$ cat src/rtl/display_pkg.sv
// Shared constants for the 7-segment display path (scan controller and message decoders).
// Latency: n/a (constants and a pure function only).
// Backpressure: n/a.
//
// Contents: digit codes, "all digits off" / "all segments off" values, segment bit
// positions inside the 7-bit {a,b,c,d,e,f,g} bus, and the one-hot active-low enable helper.
package display_pkg;

   // Digit counter codes, {cnt_msb, cnt_lsb}
   localparam logic [1:0] DIG0 = 2'b00;
   localparam logic [1:0] DIG1 = 2'b01;
   localparam logic [1:0] DIG2 = 2'b10;
   localparam logic [1:0] DIG3 = 2'b11;

   // Active-low digit enables: all digits dark
   localparam logic [3:0] DIGIT_OFF = 4'b1111;

   // Active-high segments: all segments dark
   localparam logic [6:0] SEG_BLANK = 7'b0;

   // Segment bit positions; the bus is ordered {a,b,c,d,e,f,g}, a is the MSB
   localparam int SEG_A = 6;
   localparam int SEG_B = 5;
   localparam int SEG_C = 4;
   localparam int SEG_D = 3;
   localparam int SEG_E = 2;
   localparam int SEG_F = 1;
   localparam int SEG_G = 0;

   // Active-low enable for one digit: bit k low selects digit k
   function automatic logic [3:0] digit_enable(input logic [1:0] dig);
      digit_enable = ~(4'b0001 << dig);
   endfunction

endpackage

$ cat src/rtl/scan_prescaler.sv
// Digit-slot prescaler: free-running 0..DIV-1 counter with a wrap pulse and blanking flag.
// Latency: wrap and below_blank are combinational from the count register.
// Backpressure: none; counts every cycle.
//
// Ports:
//   clk, reset    system clock, synchronous active-high reset (count returns to 0)
//   wrap          high in the last cycle of a slot (count == DIV-1)
//   below_blank   high while count < BLANK (blanking part of the slot)
module scan_prescaler #(
   parameter int DIV   = 50000,
   parameter int BLANK = 500
) (
   input  logic clk,
   input  logic reset,
   output logic wrap,
   output logic below_blank
);

   localparam int CW = (DIV > 1) ? $clog2(DIV) : 1;

   logic [CW-1:0] count_q;
   logic [CW-1:0] count_d;

   always_comb begin
      wrap        = (count_q == CW'(DIV - 1));
      below_blank = (count_q < CW'(BLANK));
      count_d     = count_q + CW'(1);
      if (wrap) begin
         count_d = '0;
      end
   end

   always_ff @(posedge clk) begin
      if (reset) begin
         count_q <= '0;
      end else begin
         count_q <= count_d;
      end
   end

endmodule

$ cat src/rtl/display_scan_controller.sv
// Time-multiplexed scan of a 4-digit 7-segment display with per-slot blanking and VL error hold.
// Latency: digit_en/seg_out lag the digit counter and prescaler by one cycle; vl_hold follows vl_in/clear by one cycle.
// Backpressure: none; free-running scan, seg_in is sampled every cycle.
//
// Ports:
//   clk, reset         system clock, synchronous active-high reset
//   seg_in[6:0]        {a..g} from the decoder selected by cnt_msb/cnt_lsb (active-high)
//   vl_in              value-validation error request (level or pulse)
//   clear              any selection active; drops the error hold
//   cnt_msb, cnt_lsb   digit counter to the decoders
//   digit_en[3:0]      active-low digit enables to the pins
//   seg_out[6:0]       registered, blanked segments to the pins
//   frame_done         one-cycle pulse in the first cycle of each frame
//   vl_hold            stretched error, feeds the decoder VL input
module display_scan_controller
   import display_pkg::*;
#(
   parameter int DIV         = 50000,
   parameter int BLANK       = 500,
   parameter int HOLD_FRAMES = 250
) (
   input  logic       clk,
   input  logic       reset,
   input  logic [6:0] seg_in,
   input  logic       vl_in,
   input  logic       clear,
   output logic       cnt_msb,
   output logic       cnt_lsb,
   output logic [3:0] digit_en,
   output logic [6:0] seg_out,
   output logic       frame_done,
   output logic       vl_hold
);

   localparam int HOLD_W = $clog2(HOLD_FRAMES + 1);

   logic              wrap;
   logic              below_blank;

   logic [1:0]        cnt_q,        cnt_d;
   logic [3:0]        digit_en_q,   digit_en_d;
   logic [6:0]        seg_out_q,    seg_out_d;
   logic              frame_done_q, frame_done_d;
   logic              vl_hold_q,    vl_hold_d;
   logic [HOLD_W-1:0] hold_cnt_q,   hold_cnt_d;

   scan_prescaler #(
      .DIV   (DIV),
      .BLANK (BLANK)
   ) u_prescaler (
      .clk         (clk),
      .reset       (reset),
      .wrap        (wrap),
      .below_blank (below_blank)
   );

   // Digit counter and frame marker
   always_comb begin
      cnt_d        = cnt_q;
      frame_done_d = 1'b0;
      if (wrap) begin
         cnt_d = cnt_q + 2'd1;
         // Registered so the pulse lands in the first cycle of the new frame
         // (cnt=00, prescaler=0) rather than the last cycle of the old one.
         frame_done_d = (cnt_q == DIG3);
      end
   end

   // Output stage: dark for the first BLANK cycles of every slot so the previous
   // digit's segments never show on the newly enabled digit.
   always_comb begin
      digit_en_d = DIGIT_OFF;
      seg_out_d  = SEG_BLANK;
      if (!below_blank) begin
         digit_en_d = digit_enable(cnt_q);
         seg_out_d  = seg_in;
      end
   end

   // Error hold: clear beats vl_in, vl_in (re)loads and beats a same-cycle frame
   // decrement, otherwise each frame_done while held consumes one frame.
   always_comb begin
      vl_hold_d  = vl_hold_q;
      hold_cnt_d = hold_cnt_q;
      if (clear) begin
         vl_hold_d  = 1'b0;
         hold_cnt_d = '0;
      end else if (vl_in) begin
         vl_hold_d  = 1'b1;
         hold_cnt_d = HOLD_W'(HOLD_FRAMES);
      end else if (frame_done_q && vl_hold_q) begin
         hold_cnt_d = hold_cnt_q - HOLD_W'(1);
         if (hold_cnt_q == HOLD_W'(1)) begin
            vl_hold_d = 1'b0;
         end
      end
   end

   always_ff @(posedge clk) begin
      if (reset) begin
         cnt_q        <= DIG0;
         digit_en_q   <= DIGIT_OFF;
         seg_out_q    <= SEG_BLANK;
         frame_done_q <= 1'b0;
         vl_hold_q    <= 1'b0;
         hold_cnt_q   <= '0;
      end else begin
         cnt_q        <= cnt_d;
         digit_en_q   <= digit_en_d;
         seg_out_q    <= seg_out_d;
         frame_done_q <= frame_done_d;
         vl_hold_q    <= vl_hold_d;
         hold_cnt_q   <= hold_cnt_d;
      end
   end

   assign cnt_msb    = cnt_q[1];
   assign cnt_lsb    = cnt_q[0];
   assign digit_en   = digit_en_q;
   assign seg_out    = seg_out_q;
   assign frame_done = frame_done_q;
   assign vl_hold    = vl_hold_q;

endmodule

$ cat config.mk
export PLATFORM = sky130hd
export DESIGN_NAME = display_scan_controller
export DESIGN_NICKNAME = d
export VERILOG_FILES = /design/src/rtl/display_pkg.sv /design/src/rtl/scan_prescaler.sv /design/src/rtl/display_scan_controller.sv
export SDC_FILE = /design/constraint.sdc
export NUM_CORES = 1
export LEC_CHECK = 0
export CAP_MARGIN = 20
export CORE_UTILIZATION = 52
export CTS_CLUSTER_DIAMETER = 30
export DETAILED_ROUTE_END_ITERATION = 16
export PLACE_DENSITY_LB_ADDON = 0.2
export RECOVER_POWER = 100
export SETUP_SLACK_MARGIN = 0.1
export SYNTH_ARGS = -nofsm -noshare
export SYNTH_HDL_FRONTEND = slang
export SYNTH_SLANG_ARGS = --single-unit
$ cat constraint.sdc
create_clock -name clk -period 2.8 [get_ports clk]
set_clock_uncertainty 0.2 [all_clocks]
set_input_delay 0.28 -clock clk [delete_from_list [all_inputs] [get_ports clk]]
set_output_delay 0.28 -clock clk [all_outputs]
set_load 0.02 [all_outputs]
==> results of run 1 <==
stage by stage:
stage               instance area [sq um]  setup slack [ns]
floorplan                            1640             0.834
global placement                     1900             0.631
detailed placement                   1900             0.543
CTS                                  1970             0.532
global route                         1970             0.300
finish                               1970             0.506
critical path, delay by kind of cell, from the launching register on:
kind	cells	cell delay, ns
fa+ha+maj	1	0.24
flops	1	0.45
simple gates	4	1.29
path summary, 6_finish.rpt:
| kind | start | end | cells after the start |
|---|---|---|---|
| worst max-delay path | u_prescaler.count_q[0] | u_prescaler.count_q[9] | 5 |
| worst min-delay path | seg_in[6] | seg_out[6] | 2 |
| worst max register to register | u_prescaler.count_q[0] | u_prescaler.count_q[9] | 5 |
| worst min register to register | hold_cnt_q[2] | hold_cnt_q[2] | 2 |
final cells by class:
class,count,area (sq um)
sequential,39,781
tap,44,55.1
fill,242,1050
multi-input combinational,119,796
inverter,6,22.5
clock buffer,8,68.8
timing repair buffer,25,250
per-layer routing:
layer | track usage [%] | share of wire [%]
met2 | 32.0 | 50
met5 | 0 | 0
met4 | 14.6 | 2.6
met1 | 21.7 | 44
met3 | 5.58 | 3.2
kinds of logic after synthesis:
kind of cell,count (synthesis)
compound gates,11
buf+inv,12
mux,1
simple gates,79
flops,39
xor+xnor,21
fa+ha+maj,7
flip-flops by register name (all words and copies together) (netlist names):
| name | flops |
|---|---|
| cnt_q | 2 |
| digit_en | 4 |
| hold_cnt_q | 8 |
| vl_hold | 1 |
| frame_done | 1 |
| seg_out | 7 |
| u_prescaler.count_q | 16 |
placed cells by master, fill, tap and decap left out, drive strengths merged, types with 2 or more instances in the layout:
| cell | n |
|---|---|
| a21oi | 2 |
| and2 | 7 |
| and3b | 2 |
| and4 | 4 |
| clkbuf | 8 |
| clkdlybuf4s50 | 9 |
| dfxtp | 39 |
| dlygate4sd3 | 16 |
| ha | 7 |
| inv | 6 |
| nand2 | 12 |
| nand3 | 7 |
| nand4 | 7 |
| nand4b | 2 |
| nor2 | 24 |
| nor3 | 2 |
| nor4 | 9 |
| o21a | 6 |
| xnor2 | 12 |
| xor2 | 9 |
power groups by stage:
stage          Clock, W  Combinational, W  Sequential (W)
2_1_floorplan         0         0.0000269        0.000585
3_3_place_gp          0         0.0000431        0.000586
3_5_place_dp          0         0.0000442        0.000586
4_1_cts        0.000329         0.0000443        0.000574
5_1_grt        0.000349         0.0000488        0.000575
6_report       0.000316         0.0000441        0.000573
==> results.md, run 1 <==
* Dpl cells at 233
* Synthesized cell area at 1640 sq um
* Fmax at 0.436 GHz
* Detailed Place HPWL at 2.09 mm
* Leak Pwr at 0.725 nW
* Ant. Diodes at 0
* CP peak stage delay at 0.48 ns
* Synth Area per Inst at 9.66 sq um
* CTS H-Tree Depth at 2
* Max cap viols at 0
* Layout area overhead at 20.2%
* Max transition margin at 53.5%
* Root buffer cell: clkbuf_4
* Endpoints failing setup at 0
* Largest family of logic cells by synthesized area: simple AND/OR/NAND/NOR gates
* CP Data Arrival Time at 2.32 ns
* Unrepaired setup endpoints after global routing: no
* Comb power frac at 4.7%
* Initial Utilization at 54.2%
* Synth cell count leaders: dfxtp_1 (39), nor2_1 (24), nand2_1 (12), xnor2_1 (12), xor2_1 (9)
* Power Total at 0.000934 W
* Post-synthesis simple-gate area fraction at 26.7%
* Startpoint Class: flop
* Reg2reg setup slack at 0.51 ns
* Initial antenna violation count at 0
* CP Capture Type: flop
* Internal at 0.000735 W
* Layout cell share with drive strength beyond 1 at 4.57%
* Die Span X at 58.2 microns
* Register area share after synthesis at 47.6%
* First-pass GRT wire length at 4.93 mm
* Synth Area in XOR/XNOR at 11.2%
* Sw Ratio at 21.3%
* Routed WL at 2.83 mm
* Post-synth top area share at 47.6%
* Hold crit path type: in2reg
* Via density at 5.18
* ANT nets after route at 0
* Via count at 1248
* Gr ovfl total at 0
* Die height at 58.2 microns
* Final critical-path required period at 2.29 ns
* Final Wtd Congestion at 0.865
* Main area contributors after synthesis: dfxtp_1 (48%), xnor2_1 (6.4%), nor2_1 (5.5%)
* Post-CTS sizing at 0
* CTS tree: built
* Drt drc at 0
* Clock Power Share at 33.9%
* Unique cell type count in the Yosys netlist at 29
* Slew at the pin with the worst max-slew slack at 0.698 ns
* CP Class: reg2reg
* Synth warnings at 0
* Crit path max fanout at 15
* Sequential power share at 61.4%
* Sink Count at 39
* Cells after Synth at 170
* Synthesis-stage register bit count at 39
* Psw at 0.000199 W
* Adder-cell share of the synthesized area at 5.34%
* Average wire per cell in the routed design at 11.8 microns
* Post-CTS Hold Fix Bufs at 0
* Post-synthesis mux area share at 0.610%
* Clk_lat worst skew at 0.34 ns
* Count leader, synth: dfxtp_1
* Setup TNS at 0 ns
* VDD IR max at 0.369 mV
* Outcome: complete, no violations
* Syn_nets at 188
* Nets@finish at 214
* Total Die Area at 3390 sq um
* Postcts setup bufs at 0
* CTS clk-pin slew, worst paths at 0.11 ns
* Compound-gate portion of the synthesized area at 4.65%
* Port-buffer cells at 25
* Final slew viol count at 0
* GRT Overall Usage at 19.6%
* Async SR Flop Fraction at 0%
* Critical Path RT at 2.83 ns
* First-iteration detailed-routing DRC count at 74
* Core area at 3030 sq um
* Worst path cell trace: ha_1 > nand3_1 > nor4_4 > or2_1 > nor2_1
* Pre-Repair DR Iteration Count at 5
* Row cnt at 20
* Final core occ at 65.2%
* Final period util at 81.9%
* I/O pins at 26
* Finished Layout Cells at 241
* Hold Violations, Final at 0
* Synth area leader: dfxtp_1
* CTS buffer count at 5
* Largest net degree at the start of global routing at 16
* Hold_ws at 0.286 ns
* Pwr dens at 473 nW/um^2
* CP max-delay cell: or2_1
* Most used DFF post-synth: dfxtp_1
* CTS max path bufs at 2
* Vias in the first global route at 1193
* EDFF count, synth at 0
Note: power is estimated with default switching activity, not from simulation.
==> run 2, diff against run 1 <==
==> constraint.sdc (replaced) <==
create_clock -name clk -period 2.14 [get_ports clk]
set_clock_uncertainty 0.2 [all_clocks]
set_input_delay 0.214 -clock clk [delete_from_list [all_inputs] [get_ports clk]]
set_output_delay 0.214 -clock clk [all_outputs]
set_load 0.02 [all_outputs]
==> run 2 against run 1 <==
Effect of this change:
- clock power rose by 12%
- routed wire length grew 3.4%
- via count increased by 0.40%
- register-to-register slack worse by 0.33 ns
- critical path depth unchanged
- sequential cell count is the same
==> results.md, run 2 (synthesized netlist as in run 1, its figures left out) <==
* Max cap viols at 0 (unchanged)
* Slew at the pin with the worst max-slew slack at 0.383 ns (-0.315 ns)
* Max transition margin at 74.2% (+21 points)
* CTS buffer count at 5 (unchanged)
* Vias in the first global route at 1251 (+4.9%)
* Largest net degree at the start of global routing at 16 (unchanged)
* Most frequent cells in the layout: dfxtp_1 (39), nor2_1 (24), dlygate4sd3_1 (15)
* Clk_lat worst skew at 0.34 ns (about the same)
* Outcome: complete, no violations
* Routed WL at 2.93 mm (+3.4%)
* Pwr dens at 583 nW/um^2 (+23%)
* First-iteration detailed-routing DRC count at 71 (-4.1%)
* CTS H-Tree Depth at 2 (unchanged)
* Via count at 1253 (+0.40%)
* Layout cell share with drive strength beyond 1 at 6.93% (+2.4 points)
* CP max-delay cell: or4_1
* Layout area overhead at 22.4%
* CTS clk-pin slew, worst paths at 0.11 ns (about the same)
* Hold crit path type: in2reg
* Postcts setup bufs at 0 (unchanged)
* Hold depth at 2 (unchanged)
* Detailed Place HPWL at 2.21 mm (+5.6%)
* Final instance area at 2010 sq um (+1.8%)
* I/O pins at 26 (unchanged)
* Root buffer cell: clkbuf_4
* Nets@finish at 219 (+2.3%)
* Critical Path RT at 2.19 ns (-0.64 ns)
* Final core occ at 66.4% (+1.2 points)
* Gr ovfl total at 0 (unchanged)
* Unrepaired setup endpoints after global routing: no
* Placed cell area at 1950 sq um (+2.6%)
* Average wire per cell in the routed design at 11.9 microns (+1.3%)
* Final period util at 91.6% (+9.7 points)
* FF-to-FF path depth at 5 (unchanged)
* Post-CTS Hold Fix Bufs at 0 (unchanged)
* Final slew viol count at 0 (unchanged)
* Total Die Area at 3390 sq um (unchanged)
* Largest reg by FF count: u_prescaler.count_q
* CP Data Arrival Time at 2.01 ns (-0.31 ns)
* Startpoint Class: flop
* ANT nets after route at 0 (unchanged)
* CTS max path bufs at 2 (unchanged)
* Pre-Repair DR Iteration Count at 4 (-1)
* Hold_ws at 0.220 ns (-0.0661 ns)
* CTS tree: built
* Final Wtd Congestion at 0.897 (+3.7%)
* Worst path cell trace: or4_1 > nor4_4 > buf_4 > mux2i_1 > nor2_1
* Max reg flops at 16 (unchanged)
* Endpoints failing setup at 0 (unchanged)
* Via density at 5.09 (-1.6%)
* CP Class: reg2reg
* Die height at 58.2 microns (unchanged)
* Initial Utilization at 54.2% (unchanged)
* VDD IR max at 0.390 mV (+5.7%)
* Crit path max fanout at 6 (-9)
* Port-buffer cells at 25 (unchanged)
* Ant. Diodes at 0 (unchanged)
* Die Span X at 58.2 microns (unchanged)
* Most common cell after layout, fill and taps aside: dfxtp_1
* Setup TNS at 0 ns (unchanged)
* Drt drc at 0 (unchanged)
* Fmax at 0.510 GHz (+17%)
* CP peak stage delay at 0.60 ns (+0.12 ns)
* CP Capture Type: flop
* Hold Violations, Final at 0 (unchanged)
* Initial antenna violation count at 0 (unchanged)
* Sink Count at 39 (unchanged)
* Row cnt at 20 (unchanged)
* # fillers at 263 (+8.7%)
* GRT Overall Usage at 20.9% (+1.3 points)
* Final critical-path required period at 1.96 ns (-0.334 ns)
* Core area at 3030 sq um (unchanged)
* Leak Pwr at 0.749 nW (+3.3%)
* First-pass GRT wire length at 5.24 mm (+6.3%)
run 2: through the flow:
stage | cells | setup slack [ns] | total power (W)
2_1_floorplan | 170 | 0.174 | 0.000800
3_3_place_gp | 238 | 0.231 | 0.000829
3_5_place_dp | 238 | 0.204 | 0.000832
4_1_cts | 246 | 0.185 | 0.00119
5_1_grt | 246 | 0.0721 | 0.00123
6_report | 246 | 0.179 | 0.00117
run 2: metal layers:
metal | share of wire, % | global-route usage, %
met5 | 0 | 0
met4 | 3.0 | 13.9
met3 | 2.9 | 4.91
met2 | 51 | 35.1
met1 | 43 | 23.4
run 2: final cells by class:
class	count	area (sq um)	area share, %
Tap cell	44	55.1	2.74
Sequential cell	39	781	38.9
Inverter	6	22.5	1.12
Clock inverter	1	5.00	0.249
Multi-Input combinational cell	119	801	39.9
Timing Repair Buffer	30	300	14.9
Clock buffer	7	45.0	2.24
run 2: timing repair:
| item | in CTS | in global routing |
|---|---|---|
| endpoints found under the hold margin | 0 | 0 |
| setup endpoints to repair | 0 | 23 |
| gates resized for setup | 0 | 2 |
run 2: path summary, 6_finish.rpt:
path	slack (ns)	to	from
max	0.18	cnt_q[1]	u_prescaler.count_q[10]
min	0.22	seg_out[1]	seg_in[1]
max reg2reg	0.18	cnt_q[1]	u_prescaler.count_q[10]
min reg2reg	0.31	hold_cnt_q[2]	hold_cnt_q[2]
run 2: critical path: cells and delay by family, from the launching register on:
kind                   cells  cell delay [ns]
and+or+nand+nor            3             0.95
buffers and inverters      1             0.17
muxes                      1             0.18
DFF                        1             0.37
run 2: where the power goes:
group	switching (W)	internal (W)
logic	0.0000286	0.0000377
registers	0.0000126	0.000737
clock network	0.000227	0.000128
==> run 3, diff against run 2 <==
--- a/config.mk
+++ b/config.mk
@@ -12,6 +12,7 @@
 export PLACE_DENSITY_LB_ADDON = 0.2
 export RECOVER_POWER = 100
 export SETUP_SLACK_MARGIN = 0.1
+export SLEW_MARGIN = 20
 export SYNTH_ARGS = -nofsm -noshare
 export SYNTH_HDL_FRONTEND = slang
 export SYNTH_SLANG_ARGS = --single-unit
==> results of run 3 <==
No change in the layout: final DEF, timing and power equal those of run 2.
